**config.mk**
```make
export PLATFORM = sky130hd
export DESIGN_NAME = sram_fifo_loader
export DESIGN_NICKNAME = d
export VERILOG_FILES = /design/src/rtl/sram_fifo_loader.sv
export SDC_FILE = /design/constraint.sdc
export NUM_CORES = 1
export LEC_CHECK = 0
export ABC_AREA = 1
export CORE_MARGIN = 5
export CORE_UTILIZATION = 51
export DETAILED_ROUTE_END_ITERATION = 6
export GPL_ROUTABILITY_DRIVEN = 0
export PLACE_DENSITY = 0.81
export SLEW_MARGIN = 40
export SYNTH_ARGS = -nofsm -noshare
export SYNTH_HDL_FRONTEND = slang
export SYNTH_SLANG_ARGS = --single-unit
export TNS_END_PERCENT = 30
```
**constraint.sdc**
```tcl
create_clock -name clk -period 1.9 [get_ports clk]
set_input_delay 0.285 -clock clk [delete_from_list [all_inputs] [get_ports clk]]
set_output_delay 0.285 -clock clk [all_outputs]
set_load 0.01 [all_outputs]
```
**src/rtl/sram_fifo_loader.sv**
```systemverilog
// Strided SRAM-to-FIFO loader: issues reads from a 1-cycle-latency scratch SRAM
// and pushes each returned word into the FIFO, absorbing a full stall with a skid register.
module sram_fifo_loader #(
  parameter int unsigned DATA_WIDTH = 16,
  parameter int unsigned PAR_WRITE  = 1,
  parameter int unsigned ADDR_WIDTH = 8,
  parameter int unsigned CNT_WIDTH  = 8
) (
  input  logic                              clk,
  input  logic                              rstn,
  input  logic                              start,
  input  logic                              abort,
  input  logic [ADDR_WIDTH-1:0]             base_addr,
  input  logic [ADDR_WIDTH-1:0]             stride,
  input  logic [CNT_WIDTH-1:0]              count,
  output logic                              busy,
  output logic                              done,
  output logic                              mem_ren,
  output logic [ADDR_WIDTH-1:0]             mem_addr,
  input  logic [PAR_WRITE*DATA_WIDTH-1:0]   mem_rdata,
  output logic                              fifo_wen,
  output logic [PAR_WRITE*DATA_WIDTH-1:0]   fifo_din,
  input  logic                              fifo_full
);

  localparam int unsigned WORD_W = PAR_WRITE * DATA_WIDTH;

  typedef enum logic [1:0] {
    IDLE = 2'd0,
    RUN  = 2'd1,
    DONE = 2'd2
  } state_t;

  state_t                state_q, state_d;
  logic [ADDR_WIDTH-1:0] addr_q;
  logic [ADDR_WIDTH-1:0] stride_q;
  logic [CNT_WIDTH-1:0]  count_q;
  logic [CNT_WIDTH-1:0]  issued_q;
  logic [CNT_WIDTH-1:0]  written_q;
  logic [WORD_W-1:0]     skid_q;
  logic                  skid_valid_q;
  logic                  inflight_q;

  logic                  issue;
  logic                  wen;
  logic [WORD_W-1:0]     din;
  logic                  skid_load;

  // Next state, read issue and write-path selection
  always_comb begin
    state_d   = state_q;
    issue     = 1'b0;
    wen       = 1'b0;
    din       = '0;
    skid_load = 1'b0;
    case (state_q)
      IDLE: begin
        if (start) state_d = (count == '0) ? DONE : RUN;
      end
      RUN: begin
        if (abort) begin
          state_d = IDLE;
        end else begin
          // No new read while the skid is occupied or a returning word is about to be stalled
          issue = (issued_q < count_q) && !skid_valid_q && !(inflight_q && fifo_full);
          if (skid_valid_q && !fifo_full) begin
            wen = 1'b1;
            din = skid_q;
          end else if (inflight_q && !fifo_full) begin
            wen = 1'b1;
            din = mem_rdata;
          end else if (inflight_q && fifo_full) begin
            skid_load = 1'b1;
          end
          if ((written_q + CNT_WIDTH'(wen)) == count_q) state_d = DONE;
        end
      end
      DONE: begin
        state_d = IDLE;
      end
      default: begin
        state_d = IDLE;
      end
    endcase
  end

  // State, transfer counters, address accumulator and skid register
  always_ff @(posedge clk) begin
    if (!rstn) begin
      state_q      <= IDLE;
      addr_q       <= '0;
      stride_q     <= '0;
      count_q      <= '0;
      issued_q     <= '0;
      written_q    <= '0;
      skid_q       <= '0;
      skid_valid_q <= 1'b0;
      inflight_q   <= 1'b0;
    end else begin
      state_q    <= state_d;
      inflight_q <= issue;
      if (state_q == IDLE && start) begin
        addr_q    <= base_addr;
        stride_q  <= stride;
        count_q   <= count;
        issued_q  <= '0;
        written_q <= '0;
      end
      if (issue) begin
        addr_q   <= addr_q + stride_q;
        issued_q <= issued_q + CNT_WIDTH'(1);
      end
      if (wen) written_q <= written_q + CNT_WIDTH'(1);
      if (skid_load) begin
        skid_q       <= mem_rdata;
        skid_valid_q <= 1'b1;
      end else if (wen && skid_valid_q) begin
        skid_valid_q <= 1'b0;
      end
      if (abort && state_q != IDLE) begin
        skid_valid_q <= 1'b0;
        inflight_q   <= 1'b0;
      end
    end
  end

  assign busy     = (state_q != IDLE);
  assign done     = (state_q == DONE);
  assign mem_ren  = issue;
  assign mem_addr = addr_q;
  assign fifo_wen = wen;
  assign fifo_din = din;

endmodule

```
# Word level (Yosys, flattened, before mapping)

Index checks and enable logic that the tools add are counted.

Bits in registers: 60
Latch bits: 0
Memory bits (writable): 0
Bits in read-only memories: 0
Bits of input ports: 45
Output and inout port bits: 28
Word-level logic and storage cells: 68
Memories kept: 0

$add $sub $neg: 4
$mul: 0
Div/mod/pow operators: 0
Magnitude comparators: 1
Eq/ne operators: 5
Shifts and indexed selects: 0
Mux-type cells: 29
Bitwise logic cells: 1
Reduce and logical (&&, ||, !) cells: 19

Operators with widths:

| kind                  | number |
|---|---|
| $mux W16              | 4 |
| $mux W8               | 5 |
| $add A8 B1 Y8 const B | 2 |
| $mux W1               | 15 |
| $add A8 B1 Y8         | 1 |
| $add A8 B8 Y8         | 1 |
| $eq A8 B8 Y1          | 1 |
| $logic_and A1 B1 Y1   | 8 |
| $logic_not A8 Y1      | 1 |
| $lt A8 B8 Y1          | 1 |
| $mux W2               | 4 |
| $reduce_bool A2 Y1    | 4 |
| $pmux W2 S2           | 1 |
| $logic_not A1 Y1      | 3 |
| $ne A3 B3 Y1 const B  | 1 |
| $eq A2 B1 Y1 const B  | 1 |
| $eq A2 B2 Y1 const B  | 1 |
| $logic_not A2 Y1      | 1 |
| $ne A2 B2 Y1 const B  | 1 |
| $reduce_and A2 Y1     | 1 |
| $reduce_or A2 Y1      | 1 |
| $not A1 Y1            | 1 |

# Logic depth before layout (Yosys ltp)

Gate-level depths: netlist (run 1).

Depth after elaboration: 11
Mapped depth: 14
Mapped depth without buffers: 13

# Least setup slack after synthesis (run 1)

Ideal clock, no wire load.

Kind: reg2reg
Start: register addr_q[0] (netlist: mem_addr[0])
End: register addr_q[4] (netlist: mem_addr[4])
Library setup time: 0.132 ns
Arrival time: 1.553 ns
Required time: 1.768 ns
Slack: 0.215 ns
Stages on the path, launching flop included: 10
Buffers on the path: 0
Clock period less this slack: 1.685 ns
Cells stage by stage: dfxtp_1 > ha_1 > inv_1 > fa_1 > inv_1 > a21oi_1 > o21ai_0 > xor2_1 > o21ai_1 > a21oi_1

Word-level cells in the longest chain between the ends: 2

RTL lines:

| element                | line | source |
|---|---|---|
| from (decl)            | 35   | `logic [ADDR_WIDTH-1:0] addr_q;` |
| from (signal assigned) | 103  | `addr_q <= base_addr;` |
| from (signal assigned) | 110  | `addr_q <= addr_q + stride_q;` |
| $add A8 B8 Y8          | 110  |  |
| $mux W8                | 109  | `if (issue) begin` |

Every way passes these cells.
A chain may end at the register's enable or synchronous reset.

# Worst setup path in the final report (run 1)

Start: register count_q[6]
End: output port mem_ren

Word-level cells in the longest chain between the ends: 5

RTL lines:

| element                           | line | source |
|---|---|---|
| from (decl)                       | 37   | `logic [CNT_WIDTH-1:0] count_q;` |
| from (signal assigned)            | 105  | `count_q <= count;` |
| $lt A8 B8 Y1                      | 65   | `issue = (issued_q < count_q) && !skid_valid_q && !(inflight_q && fifo_full);` |
| $logic_and A1 B1 Y1 (2 in series) | 65   |  |
| $mux W1                           | 61   | `if (abort) begin` |
| $mux W1                           | 56   | `case (state_q)` |
| to (decl)                         | 18   | `output logic mem_ren,` |

Every way passes these cells.

==> results of run 1 <==
how the worst max path moves through the flow:
stage,from,end,slack (ps),cells after the start
2_1_floorplan,mem_addr[0],mem_addr[4],210,9
3_3_place_gp,fifo_full,fifo_din[10],-370,7
3_5_place_dp,fifo_full,fifo_din[3],-460,7
4_1_cts,count_q[1],mem_ren,-40,12
5_1_grt,count_q[3],mem_ren,-80,10
6_report,count_q[6],mem_ren,-20,6
sequential cells by signal, indices dropped and copies added, names as in the netlist:
register / count
count_q: 8
written_q: 8
skid_q: 16
stride_q: 8
skid_valid_q: 1
issued_q: 8
mem_addr: 8
inflight_q: 1
state_q: 2
what timing repair did:
action                     in CTS  in global routing
pin swaps                       1                 12
cloned                          0                  1
buffers inserted                1                  1
hold endpoints to repair        0                  0
resized for setup              66                 44
setup endpoints to repair      19                 32
power breakdown:
group	leakage [nW]	internal, mW	total, mW	switching, mW
clock network	0.107	0.773	1.29	0.512
logic	1.43	0.296	0.615	0.319
registers	0.492	1.31	1.35	0.0414
worst max-delay path: stages (launching register included):
cell and delay (ps):
sky130_fd_sc_hd__dfxtp_1 410, sky130_fd_sc_hd__inv_1 100, sky130_fd_sc_hd__ha_1 240, sky130_fd_sc_hd__a211oi_4 290, sky130_fd_sc_hd__nand2_4 100, sky130_fd_sc_hd__inv_4 70
sky130_fd_sc_hd__buf_6 90
placed cells by master (no fill, tap or decap), drive strengths merged:
cell type and count:
nand3b 1, clkdlybuf4s15 11, a22oi 18, nor3 3, nor3b 1, nand3 25
clkdlybuf4s50 53, dfxtp 60, bufinv 2, dlymetal6s2s 1, a21boi 1, clkinv 2
nand4 6, buf 41, nor4 2, o211ai 1, clkbuf 13, a211oi 4
and3 1, nor2 90, nand2 69, xor2 10, a21oi 36, fa 1
a311oi 2, o21bai 1, o21ai 46, o21a 1, xnor2 10, ha 18
clkinvlp 2, dlygate4sd2 1, inv 49
final cells by class:
cell class                      count  area share [%]
Tap cell                           77           2.018
Clock buffer                       12           3.041
Multi-Input combinational cell    347           42.44
Timing Repair Buffer              108           21.42
Inverter                           51           4.142
Clock inverter                      4           1.520
Sequential cell                    60           25.43
cells by family (layout without fill, tap and decap cells):
family	Yosys count	in the layout	synth area share, %
AO/OA/AOI/OAI	110	110	18.84
XOR/XNOR	20	20	5.191
flip-flops	60	60	35.60
buffers and inverters	72	175	8.453
adder cells (fa/ha/maj)	19	19	7.267
AND/OR/NAND/NOR	198	198	24.66
routing by layer:
metal	vias to the layer above	share of wire (%)	track usage (%)
li1	1788	-	-
met1	1766	39	26.01
met2	166	51	40.32
met3	47	6.8	4.545
met4	0	4.1	11.98
met5	-	0	0
through the flow:
| step | instances | worst slack [ps] |
|---|---|---|
| 5_1_grt | 659 | -75.77 |
| 3_5_place_dp | 640 | -461.1 |
| 3_3_place_gp | 640 | -374.8 |
| 2_1_floorplan | 479 | 214.9 |
| 4_1_cts | 657 | -43.98 |
| 6_report | 659 | -21.47 |
==> summary.md, run 1 <==
| Metric | Value |
|---|---|
| Status | finished, violations left |
| Failing checks | negative setup slack |
| DR WL/cell | 15.39 um |
| Fmax achieved | 520.4 MHz |
| Sinks on the clock net | 60 |
| Worst flop-to-flop path endpoint | state_q[0] |
| Leakage power figure | 2.031 nW |
| Final TNS setup | -21.47 ps |
| Initial antenna violation count | 0 |
| Setup repair after global routing missed its margin | true |
| Ant. Diodes | 0 |
| Rows | 29 |
| Slew of the pin with the lowest slew margin | 801.3 ps |
| Number of synthesized flops with an enable pin | 0 |
| Worst hold path cell count | 2 |
| Worst-path fanout max | 3 |
| Die area | 0.008343 mm^2 |
| Cell Area, Synth | 0.003374 mm^2 |
| Residual DRC count | 0 |
| Total congestion overflow | 0 |
| Most used flip-flop cell after synthesis | sky130_fd_sc_hd__dfxtp_1 |
| Top cells by instance count after synthesis | 88 x sky130_fd_sc_hd__nor2_1, 68 x sky130_fd_sc_hd__nand2_1, 60 x sky130_fd_sc_hd__dfxtp_1, 47 x sky130_fd_sc_hd__inv_1, 39 x sky130_fd_sc_hd__o21ai_0 |
| Final setup violating endpoints | 1 |
| Max-capacitance violation count | 0 |
| Hold path startpoint | mem_addr[2] |
| Most used standard cell by instance count after synthesis | sky130_fd_sc_hd__nor2_1 |
| Core Area | 0.006386 mm^2 |
| Final worst slack | -21.47 ps |
| Final hold slack | 511.8 ps |
| Ratio of total power to cell area | 681.7 mW/mm^2 |
| Count of state elements after synthesis | 60 |
| Buffer cell driving the clock tree root | sky130_fd_sc_hd__clkbuf_8 |
| Inserted Clock Buffers | 9 |
| Number of instances in the synthesized netlist | 479 |
| Register-to-register setup slack | 110 ps |
| Count of yosys warnings during synthesis | 0 |
| Cts-stage hold buffer count | 0 |
| Final critical-path required period | 1921 ps |
| Routed wire length | 10140 um |
| Launching point of the worst reg2reg path | skid_valid_q |
| Area of all placed cells without fillers | 0.004773 mm^2 |
| Critical Path RT | 1620 ps |
| Final cell utilization of the core | 74.75% |
| Final-stage net count | 641 |
| Filler cells | 476 |
| Final cycle utilization of the critical path | 101.1% |
| Kind of launch point of the worst setup path | flop |
| Area fraction of the dominant cell type after synthesis | 35.60% |
| Yosys cell types | 37 |
| Max VDD drop | 0.4382 mV |
| Max-slew violations | 0 |
| Pin count of the biggest net entering global routing | 49 |
| I/O pin count | 73 |
| Effective utilization at floorplan | 52.84% |
| Global-route total usage across every layer | 22.91% |
| Clock H-tree levels | 3 |
| Area used by multi-input combinational logic | 0.002026 mm^2 |
| ANT nets after route | 0 |
| Net Count, Synth | 543 |
| Seq/Total Area, Yosys | 35.60% |
| Number of optimization iterations in the first detailed-route pass | 5 |
| Area leader, netlist | sky130_fd_sc_hd__dfxtp_1 |
| Vias in the first global route | 3611 |
| First-pass GRT wire length | 15900 um |
| Clock transition at path regs | 70 ps |
| Die Span X | 91.34 um |
| Post-Synthesis Mean Instance Area | 7.045 um^2 |
| HPWL after DPL | 6559 um |
| Worst-case reg-to-reg path depth | 12 |
| Via count of the routed design | 3767 |
| Critical path start-end classification | flop to primary output |
| Port buffer count | 72 |
| Worst relative slew slack | 46.52% |
| Clock network latency to the later pin of the worst-skew pair | 340 ps |
| Final total power | 3.254 mW |
| Share of layout cells above drive strength 1 | 19.42% |
| Area taken by flip-flops and latches | 0.001214 mm^2 |
| Initial drt markers | 287 |
| Class of the tightest hold or removal check | flop to flop |
| Total count of hold-check failures in the final report | 0 |
| Vias per Instance | 5.716 |
| Dominant cells by area after synthesis | sky130_fd_sc_hd__dfxtp_1 36%, sky130_fd_sc_hd__nor2_1 9.8%, sky130_fd_sc_hd__nand2_1 7.6% |
| P&R area growth vs syn | 41.45% |
| Arrival time of the worst setup path | 1640 ps |
| Destination of the worst hold path | mem_addr[2] |
| Maximum number of buffers from clock root to sink | 2 |
| Final setup skew | 6.822 ps |
| CTS tree | built |
| Area after detailed placement | 0.004359 mm^2 |
| Setup crit end kind | primary output |
| Die height | 91.34 um |
| Async set-or-reset flop fraction in the synthesized netlist | 0% |
Power figures use the tool's default switching activity.
==> run 2, diff against run 1 <==
CORE_UTILIZATION = 60   (was 51)
DONT_BUFFER_PORTS = 1   (was not set)
PLACE_DENSITY = 0.77   (was 0.81)
==> summary.md, run 2 (synthesis gave the netlist of run 1 again) <==
| Metric | Value |
|---|---|
| Total count of hold-check failures in the final report | 0 (unchanged) |
| Final cycle utilization of the critical path | 98.04% (-3.1 points) |
| ANT nets after route | 0 (unchanged) |
| Worst relative slew slack | 80.16% (+34 points) |
| Clock network latency to the later pin of the worst-skew pair | 340 ps (about the same) |
| Most frequent standard cell in the layout excluding fill and tap cells | sky130_fd_sc_hd__nor2_1 |
| Status | finished, final reports clean |
| Clock transition at path regs | 70 ps (about the same) |
| Ant. Diodes | 0 (unchanged) |
| Fmax achieved | 536.8 MHz (+3.2%) |
| Combinational share of power | 13.6% (-5.3 points) |
| Cell at the slowest stage of the critical path | sky130_fd_sc_hd__dfxtp_1 |
| Initial drt markers | 169 (-41%) |
| Max-slew violations | 0 (unchanged) |
| Part of the power in the clock network | 40.0% (+0.5 points) |
| Max-capacitance violation count | 0 (unchanged) |
| Die area | 0.007224 mm^2 (-13%) |
| Power spent charging and discharging nets | 782.6 uW (-10%) |
| Critical Path RT | 1620 ps (about the same) |
| Initial antenna violation count | 0 (unchanged) |
| I/O pin count | 73 (unchanged) |
| Die Span X | 85.00 um (-6.9%) |
| Via count of the routed design | 3121 (-17%) |
| P&R area growth vs syn | 10.98% |
| Final setup violating endpoints | 0 (-1) |
| Routed wire length | 8099 um (-20%) |
| Arrival time of the worst setup path | 1580 ps (-60 ps) |
| Worst path bufs/invs | 2 (-1) |
| Cell Chain, Critical Path | inv_1 -> ha_1 -> a211oi_4 -> nand2_4 -> clkinv_4 |
| First-pass GRT wire length | 13770 um (-13%) |
| Sinks on the clock net | 60 (unchanged) |
| Most used cells in the layout excluding fill and tap cells | 87 x sky130_fd_sc_hd__nor2_1, 65 x sky130_fd_sc_hd__nand2_1, 57 x sky130_fd_sc_hd__dfxtp_1 |
| Net switching fraction of the power | 26.77% (-0.042 points) |
| Critical path start-end classification | flop to primary output |
| DR WL/cell | 14.49 um (-5.9%) |
| Port buffer count | 0 (-100%) |
| Class of the tightest hold or removal check | input port to flop |
| Slew of the pin with the lowest slew margin | 297.3 ps (-504.0 ps) |
| Vias per Instance | 5.583 (-2.3%) |
| Worst-path fanout max | 7 (+4) |
| Cts-stage hold buffer count | 0 (unchanged) |
| Setup crit end kind | primary output |
| Final setup skew | 6.016 ps (-0.8065 ps) |
| Leakage power figure | 1.599 nW (-21%) |
| Residual DRC count | 0 (unchanged) |
| Ratio of total power to cell area | 780.6 mW/mm^2 (+15%) |
| Pin count of the biggest net entering global routing | 49 (unchanged) |
| Final hold slack | 77.68 ps (-434.1 ps) |
| Maximum number of buffers from clock root to sink | 2 (unchanged) |
| Flip-flop count of the largest register, all copies and words added | 16 (unchanged) |
| HPWL after DPL | 5633 um (-14%) |
| Cell-internal power | 2.141 mW (-10%) |
| Setup repair after global routing missed its margin | true |
| Inserted Clock Buffers | 9 (unchanged) |
| Share of layout cells above drive strength 1 | 10.06% (-9.4 points) |
| Kind of launch point of the worst setup path | flop |
| Global-route total usage across every layer | 23.36% (+0.45 points) |
| Core Area | 0.005473 mm^2 (-14%) |
| Clock H-tree levels | 3 (unchanged) |
| Buffer cell driving the clock tree root | sky130_fd_sc_hd__clkbuf_8 |
| CTS tree | built |
| Final cell utilization of the core | 68.43% (-6.3 points) |
| Effective utilization at floorplan | 61.66% (+8.8 points) |
| Number of optimization iterations in the first detailed-route pass | 5 (unchanged) |
| Final-stage net count | 546 (-15%) |
| Die height | 85.00 um (-6.9%) |
| Rows | 27 (-6.9%) |
| Max VDD drop | 0.4544 mV (+3.7%) |
| Cell type group with the largest total delay on the critical path | flip-flops |
| Portion of total power attributed to sequential cells | 46.3% (+4.7 points) |
| Vias in the first global route | 3120 (-14%) |
| Delay of the slowest cell on the worst path | 340 ps (-70 ps) |
| Total congestion overflow | 0 (unchanged) |
| Final critical-path required period | 1863 ps (-58.72 ps) |
| Largest Register | skid_q |
-- run 2: final timing paths --
check / cells after the start / slack [ps] / startpoint / to
setup reg to reg: 9 / 110 / count_q[7] / issued_q[6]
hold / removal: 2 / 80 / mem_rdata[5] / skid_q[5]
setup / recovery: 5 / 40 / count_q[7] / mem_ren
hold reg to reg: 2 / 480 / count_q[1] / count_q[1]
-- run 2: what timing repair did --
action	4_1_cts	5_1_grt
setup endpoints to repair	1	47
pin swaps	0	1
buffers inserted	1	0
gates resized for setup	3	14
-- run 2: cell type report --
class,count,area [um^2]
Clock buffer,12,155.1
Clock inverter,4,47.55
Fill cell,482,1728
Inverter,51,203.9
Multi-Input combinational cell,347,1917
Sequential cell,60,1205
Tap cell,72,90.09
Timing Repair Buffer,13,126.4
-- run 2: layer usage --
| metal | global-route usage, % | routed length [um] | share of wire, % |
|---|---|---|---|
| met5 | 0 | 0 | 0 |
| met4 | 12.23 | 182 | 2.2 |
| met3 | 6.311 | 601 | 7.4 |
| met2 | 38.06 | 3845 | 47 |
| met1 | 28.04 | 3469 | 43 |
-- run 2: power by group through the flow --
stage	logic (mW)	clock network [mW]	registers [mW]
global route	0.460	1.25	1.36
global placement	0.377	0	1.38
finish	0.398	1.17	1.35
floorplan	0.301	0	1.38
CTS	0.394	1.20	1.35
detailed placement	0.383	0	1.38
-- run 2: stage by stage --
step / cell area, um^2 / power [mW] / setup TNS, ps / worst slack, ps / std cells
after floorplan: 3374 / 1.676 / 0 / 214.9 / 479
after global placement: 3487 / 1.758 / 0 / 104.1 / 542
after detailed placement: 3487 / 1.766 / 0 / 124.4 / 542
after CTS: 3709 / 2.947 / 0 / 8.596 / 559
after global routing: 3745 / 3.076 / -163.4 / -71.73 / 559
final: 3745 / 2.923 / 0 / 37.25 / 559
